===== src/rtl/row_ctx_loader.sv =====
// Loads CTX_N PE-row contexts from a 32-bit config stream, then replays them
// as INIT/RUN sequences. Define ROW_CTX_LOOP_EN to add the `loop` input.
module row_ctx_loader #(
    parameter int CFG_W = 128,
    parameter int CTX_N = 4
) (
    input  logic                     clk,
    input  logic                     rst,
    input  logic                     cfg_valid,
    input  logic [31:0]              cfg_data,
    output logic                     cfg_ready,
    input  logic                     start,
    input  logic                     reload,
`ifdef ROW_CTX_LOOP_EN
    input  logic                     loop,
`endif
    input  logic [15:0]              run_cycles,
    input  logic [$clog2(CTX_N):0]   ctx_count,
    output logic [CFG_W-1:0]         config_buffer,
    output logic                     init,
    output logic                     run,
    output logic                     busy,
    output logic                     done
);

    localparam int WORDS  = (CFG_W + 31) / 32;
    localparam int MEM_W  = WORDS * 32;
    localparam int WORD_W = (WORDS > 1) ? $clog2(WORDS) : 1;
    localparam int CTX_W  = (CTX_N > 1) ? $clog2(CTX_N) : 1;
    localparam int CNT_W  = $clog2(CTX_N) + 1;

    typedef enum logic [2:0] {
        S_LOAD,
        S_READY,
        S_INIT,
        S_RUN,
        S_DONE
    } state_t;

    state_t             state_q,     state_d;
    logic [WORD_W-1:0]  word_q,      word_d;
    logic [CTX_W-1:0]   ld_ctx_q,    ld_ctx_d;
    logic [CTX_W-1:0]   ctx_idx_q,   ctx_idx_d;
    logic [15:0]        run_cnt_q,   run_cnt_d;
    logic [15:0]        run_len_q,   run_len_d;
    logic [CNT_W-1:0]   count_q,     count_d;
    logic [CFG_W-1:0]   cfg_buf_q,   cfg_buf_d;
    logic               init_q,      init_d;
    logic               run_q,       run_d;
    logic               busy_q,      busy_d;
    logic               done_q,      done_d;
    logic               cfg_ready_q, cfg_ready_d;

    logic [MEM_W-1:0]   ctx_mem [CTX_N];
    logic               mem_we;
    logic               run_last;
    logic               last_ctx;
    logic               loop_en;
    logic [CNT_W-1:0]   count_clamped;

    assign run_last      = ({1'b0, run_cnt_q} + 17'd1) >= {1'b0, run_len_q};
    assign last_ctx      = CNT_W'(ctx_idx_q) == (count_q - CNT_W'(1));
    assign count_clamped = (ctx_count > CNT_W'(CTX_N)) ? CNT_W'(CTX_N) : ctx_count;

    always_comb begin
        // NOTE: every signal gets a default here so no path leaves one unassigned (no latches).
        state_d   = state_q;
        word_d    = word_q;
        ld_ctx_d  = ld_ctx_q;
        ctx_idx_d = ctx_idx_q;
        run_cnt_d = run_cnt_q;
        run_len_d = run_len_q;
        count_d   = count_q;
        cfg_buf_d = cfg_buf_q;
        mem_we    = 1'b0;
`ifdef ROW_CTX_LOOP_EN
        loop_en   = loop;
`else
        loop_en   = 1'b0;
`endif

        // reload wins over everything, including a word offered in the same cycle
        if (reload) begin
            state_d   = S_LOAD;
            word_d    = '0;
            ld_ctx_d  = '0;
            ctx_idx_d = '0;
        end else begin
            case (state_q)
                S_LOAD: begin
                    if (cfg_valid) begin
                        mem_we = 1'b1;
                        if (word_q == WORD_W'(WORDS - 1)) begin
                            word_d = '0;
                            if (ld_ctx_q == CTX_W'(CTX_N - 1)) begin
                                ld_ctx_d = '0;
                                state_d  = S_READY;
                            end else begin
                                ld_ctx_d = ld_ctx_q + CTX_W'(1);
                            end
                        end else begin
                            word_d = word_q + WORD_W'(1);
                        end
                    end
                end
                S_READY: begin
                    if (start) begin
                        run_len_d = run_cycles;
                        count_d   = count_clamped;
                        ctx_idx_d = '0;
                        if (count_clamped == '0) begin
                            state_d = S_DONE;
                        end else begin
                            state_d   = S_INIT;
                            cfg_buf_d = ctx_mem[0][CFG_W-1:0];
                        end
                    end
                end
                S_INIT: begin
                    state_d   = S_RUN;
                    run_cnt_d = '0;
                end
                S_RUN: begin
                    if (run_last) begin
                        if (last_ctx) begin
                            if (loop_en) begin
                                state_d   = S_INIT;
                                ctx_idx_d = '0;
                                cfg_buf_d = ctx_mem[0][CFG_W-1:0];
                            end else begin
                                state_d = S_DONE;
                            end
                        end else begin
                            state_d   = S_INIT;
                            ctx_idx_d = ctx_idx_q + CTX_W'(1);
                            cfg_buf_d = ctx_mem[ctx_idx_q + CTX_W'(1)][CFG_W-1:0];
                        end
                    end else begin
                        run_cnt_d = run_cnt_q + 16'd1;
                    end
                end
                S_DONE: begin
                    state_d = S_READY;
                end
                default: begin
                    state_d = S_LOAD;
                end
            endcase
        end

        // Strobes are registered images of the next state
        init_d      = (state_d == S_INIT);
        run_d       = (state_d == S_RUN);
        busy_d      = (state_d == S_INIT) || (state_d == S_RUN);
        done_d      = (state_d == S_DONE);
        cfg_ready_d = (state_d == S_LOAD);
    end

    // NOTE: sequential state uses non-blocking assignments only.
    always_ff @(posedge clk or posedge rst) begin
        if (rst) begin
            state_q     <= S_LOAD;
            word_q      <= '0;
            ld_ctx_q    <= '0;
            ctx_idx_q   <= '0;
            run_cnt_q   <= '0;
            run_len_q   <= '0;
            count_q     <= '0;
            cfg_buf_q   <= '0;
            init_q      <= 1'b0;
            run_q       <= 1'b0;
            busy_q      <= 1'b0;
            done_q      <= 1'b0;
            cfg_ready_q <= 1'b1;
        end else begin
            state_q     <= state_d;
            word_q      <= word_d;
            ld_ctx_q    <= ld_ctx_d;
            ctx_idx_q   <= ctx_idx_d;
            run_cnt_q   <= run_cnt_d;
            run_len_q   <= run_len_d;
            count_q     <= count_d;
            cfg_buf_q   <= cfg_buf_d;
            init_q      <= init_d;
            run_q       <= run_d;
            busy_q      <= busy_d;
            done_q      <= done_d;
            cfg_ready_q <= cfg_ready_d;
        end
    end

    // NOTE: context storage has no reset; reset forces LOAD, so stale data is never replayed.
    always_ff @(posedge clk) begin
        if (mem_we) begin
            ctx_mem[ld_ctx_q][32*int'(word_q) +: 32] <= cfg_data;
        end
    end

    assign cfg_ready     = cfg_ready_q;
    assign config_buffer = cfg_buf_q;
    assign init          = init_q;
    assign run           = run_q;
    assign busy          = busy_q;
    assign done          = done_q;

endmodule


===== config.mk =====
export PLATFORM = sky130hd
export DESIGN_NAME = row_ctx_loader
export DESIGN_NICKNAME = d
export VERILOG_FILES = /design/src/rtl/row_ctx_loader.sv
export SDC_FILE = /design/constraint.sdc
export NUM_CORES = 1
export LEC_CHECK = 0
export ABC_CLOCK_PERIOD_IN_PS = 15500
export CAP_MARGIN = 10
export CORE_MARGIN = 3
export CORE_UTILIZATION = 45
export DETAILED_ROUTE_END_ITERATION = 7
export GPL_TIMING_DRIVEN = 1
export PLACE_DENSITY = 0.61
export SLEW_MARGIN = 30
export SYNTH_ARGS = -nofsm -noshare
export SYNTH_HDL_FRONTEND = slang
export SYNTH_SLANG_ARGS = --single-unit

===== constraint.sdc =====
create_clock -name clk -period 15.5 [get_ports clk]
set_clock_uncertainty 0.05 [all_clocks]
set_input_delay 3.1 -clock clk [delete_from_list [all_inputs] [get_ports clk]]
set_output_delay 3.1 -clock clk [all_outputs]
set_load 0.05 [all_outputs]

==> key figures <==
Critical path
  • Cell mode on critical path: buf_4
  • Crit-path leading delay family: buffers and inverters
  • CP Launch Type: primary input
  • Slowest stage cell, crit path: buf_4
  • CP endpoint kind: flop
  • CP Buf/Inv Count: 3
  • Cell Chain, Critical Path: clkdlybuf4s50_1 > nor3_1 > nand2_1 > o21ai_4 > buf_4 > buf_4 > mux2_4
  • Kind of critical path: primary input to flop
  • CP max FO: 48
  • Worst Setup SP: ctx_count[0]
  • CP arrival: 5.86 ns
  • Largest stage delay, worst path: 0.73 ns
  • CP Data Required Time: 15.93 ns
  • Reg2reg start: run_cnt_q[0]$_DFFE_PP0P_

Global routing
  • Initial antenna violation count: 14
  • Global-route wire length before repair: 109 mm
  • Grt ovf: 0
  • Largest net degree at the start of global routing: 106
  • GRT Util Overall: 21.5%
  • Vias in the first global route: 17500

Timing
  • Final Hold Fails: 0
  • Slew Viols, Final: 0
  • Worst slew pin tran: 1.01 ns
  • RSZ-0062 raised after global routing: no
  • Fmax: 184 MHz
  • Post-route minimum period: 5.42 ns
  • Final setup vio count: 0
  • Hold WS: 0.446 ns
  • Worst relative slew slack: 32.4%
  • Fin Setup TNS: 0 ns
  • Period Utilization, post-route: 35.0%

Logic synthesis
  • Largest family of logic cells by synthesized area: multiplexers
  • Warnings, synthesis: 0
  • Simple-gate share of the synthesized area: 6.82%
  • Cells after Synth: 1937
  • Mapped Avg Cell Area: 15.0 um^2
  • Adder-Cell Fraction of Synth Area: 1.17%
  • Compound-Gate Fraction of Synth Area: 8.91%
  • Register area share after synthesis: 68.4%
  • Seq cells post-synth: 689
  • Post-Syn Nets: 2020
  • Synth unique cells: 51
  • XOR/XNOR Fraction of Synth Area: 0.484%
  • Mux cell area share after synthesis: 11.5%
  • Synthesized cell area: 29000 um^2

Floorplanning
  • Ports: 189
  • Initial Util: 45.7%
  • Die H: 260 um
  • Core region area: 63400 um^2
  • Die area: 67500 um^2
  • Cell Rows: 92
  • Die width: 260 um

CTS
  • Setup bufs post-CTS: 0
  • Clock root cell: clkbuf_16
  • Post-cts resize count: 0
  • Longest Clk Path Bufs: 3
  • CTS HTree Levels: 3
  • Cts hold-fix bufs: 0
  • CTS buffer count: 73
  • Clock-pin transition on the worst setup and hold timing paths: 0.06 ns
  • TritonCTS clock tree: built
  • Clk sinks: 689
  • Clk_lat worst skew: 0.60 ns

Place
  • Buffers on Ports: 188
  • Detailed placer's ending HPWL: 41.8 mm
  • Gp weighted congestion: 0.821

Detailed routing
  • DRC Markers: 0
  • Vias: 17100
  • Initial drt markers: 1547
  • Drt via density: 5.66
  • Wire per inst: 24.3 um
  • Final ANT Viol Nets: 0
  • DR pass1 iterations: 5
  • Detailed Route WL: 73.2 mm

Power
  • Peak VDD IR: 61.6 uV
  • Leak pwr: 13.0 nW
  • PD cells: 117 nW/um^2

Final layout
  • Share of layout cells above drive strength 1: 19.0%
  • Commonest cells after routing, fill and taps aside: edfxtp_1 (512), clkdlybuf4s50_1 (188), dfrtp_1 (174)
  • Area Growth Syn to Fin: 17.3%
  • Commonest non-fill, non-tap cell in the layout: edfxtp_1
  • Nets: 2192

Job
  • Number of max-cap violations: 0

Worst hold path
  • Worst Min Path Start: config_buffer[123]$_DFFE_PP0P_
  • Hold Crit Class: flop to flop

Status
  • Status: complete, no violations
registers in the layout, indices dropped and copies added, names as in the netlist, 2 cells and up:
register and count:
run_len_q 16, word_q 2, ctx_idx_q 2, run_cnt_q 16
count_q 3, state_q 3, config_buffer 128, ctx_mem 512
ld_ctx_q 2
synthesized netlist by cell type, drive strengths merged:
master / n / area, um^2
dfstp: 1 / 26.3
o21ai: 114 / 574
nor2b: 2 / 12.5
dfrtp: 176 / 4400
o211ai: 4 / 30.0
nand3b: 2 / 15.0
xnor2: 10 / 87.6
a21oi: 136 / 681
a211oi: 2 / 15.0
a22o: 12 / 105
inv: 28 / 105
nand2: 29 / 111
nor3b: 3 / 22.5
edfxtp: 512 / 15400
clkbuf: 102 / 383
nor3: 10 / 55.1
or2: 2 / 12.5
a2111oi: 2 / 17.5
mux2: 259 / 3330
a21o: 3 / 22.5
o31ai: 1 / 7.51
nand2b: 6 / 37.5
o21a: 4 / 30.0
nand3: 9 / 45.0
o22ai: 167 / 1040
a41oi: 1 / 8.76
a32oi: 1 / 8.76
and3: 17 / 106
and2: 131 / 820
xor2: 6 / 52.6
a221o: 1 / 10.0
nor4: 1 / 6.26
nand4: 7 / 43.8
and2b: 1 / 8.76
and4: 1 / 8.76
or3: 94 / 588
nor2: 20 / 82.6
a221oi: 1 / 8.76
a31oi: 3 / 18.8
ha: 27 / 338
buf: 29 / 318
per-stage QoR:
stage | setup WS [ns] | util [%] | cells | total power [mW] | instance area (um^2)
floorplan | 7.55 | - | 1937 | 2.21 | 29000
global placement | 9.39 | 49.7 | 2876 | 2.31 | 31500
detailed placement | 9.31 | 49.8 | 2879 | 2.32 | 31600
CTS | 9.96 | 53.5 | 3013 | 4.00 | 33900
global route | 9.90 | 53.6 | 3014 | 4.10 | 34000
finish | 10.08 | 53.6 | 3015 | 3.96 | 34000
cells by family (layout without fill, tap and decap cells):
| group | Yosys count | count (layout) |
|---|---|---|
| buf+inv | 159 | 390 |
| xor+xnor | 16 | 16 |
| simple gates | 335 | 335 |
| fa+ha+maj | 27 | 27 |
| mux | 259 | 259 |
| flops | 689 | 689 |
| other cells | 0 | 1 |
| compound gates | 452 | 452 |
layout make-up:
class,count,area (um^2)
Clock inverter,29,176
Clock buffer,105,2140
Inverter,28,115
Fill cell,5105,29400
Sequential cell,689,19800
Multi-Input combinational cell,1089,8410
Antenna cell,1,2.50
Tap cell,846,1060
Timing Repair Buffer,228,2260
worst paths after layout:
kind	to	slack, ns	cells after the start
setup reg to reg	config_buffer[75]$_DFFE_PP0P_	10.97	13
min in group asynchronous	config_buffer[8]$_DFFE_PP0P_	2.98	2
max in group asynchronous	ctx_idx_q[0]$_DFFE_PP0P_	11.22	3
setup / recovery	config_buffer[75]$_DFFE_PP0P_	10.08	7
hold reg to reg	config_buffer[123]$_DFFE_PP0P_	0.45	1
hold / removal	config_buffer[123]$_DFFE_PP0P_	0.45	1
power by group:
| group | switching [mW] | internal, mW | total, mW |
|---|---|---|---|
| clock network | 0.703 | 0.979 | 1.68 |
| logic | 0.154 | 0.0836 | 0.237 |
| registers | 0.0180 | 2.02 | 2.04 |
| total | 0.874 | 3.09 | 3.96 |
routing by layer:
metal / GRT usage [%] / vias up / wire length, um
met3: 3.49 / 88 / 4830
li1: - / 7759 / -
met1: 28.8 / 8711 / 30100
met2: 36.0 / 519 / 36400
met4: 6.82 / 0 / 1850
met5: 0 / - / 0
(Power assumes the default switching activity.)
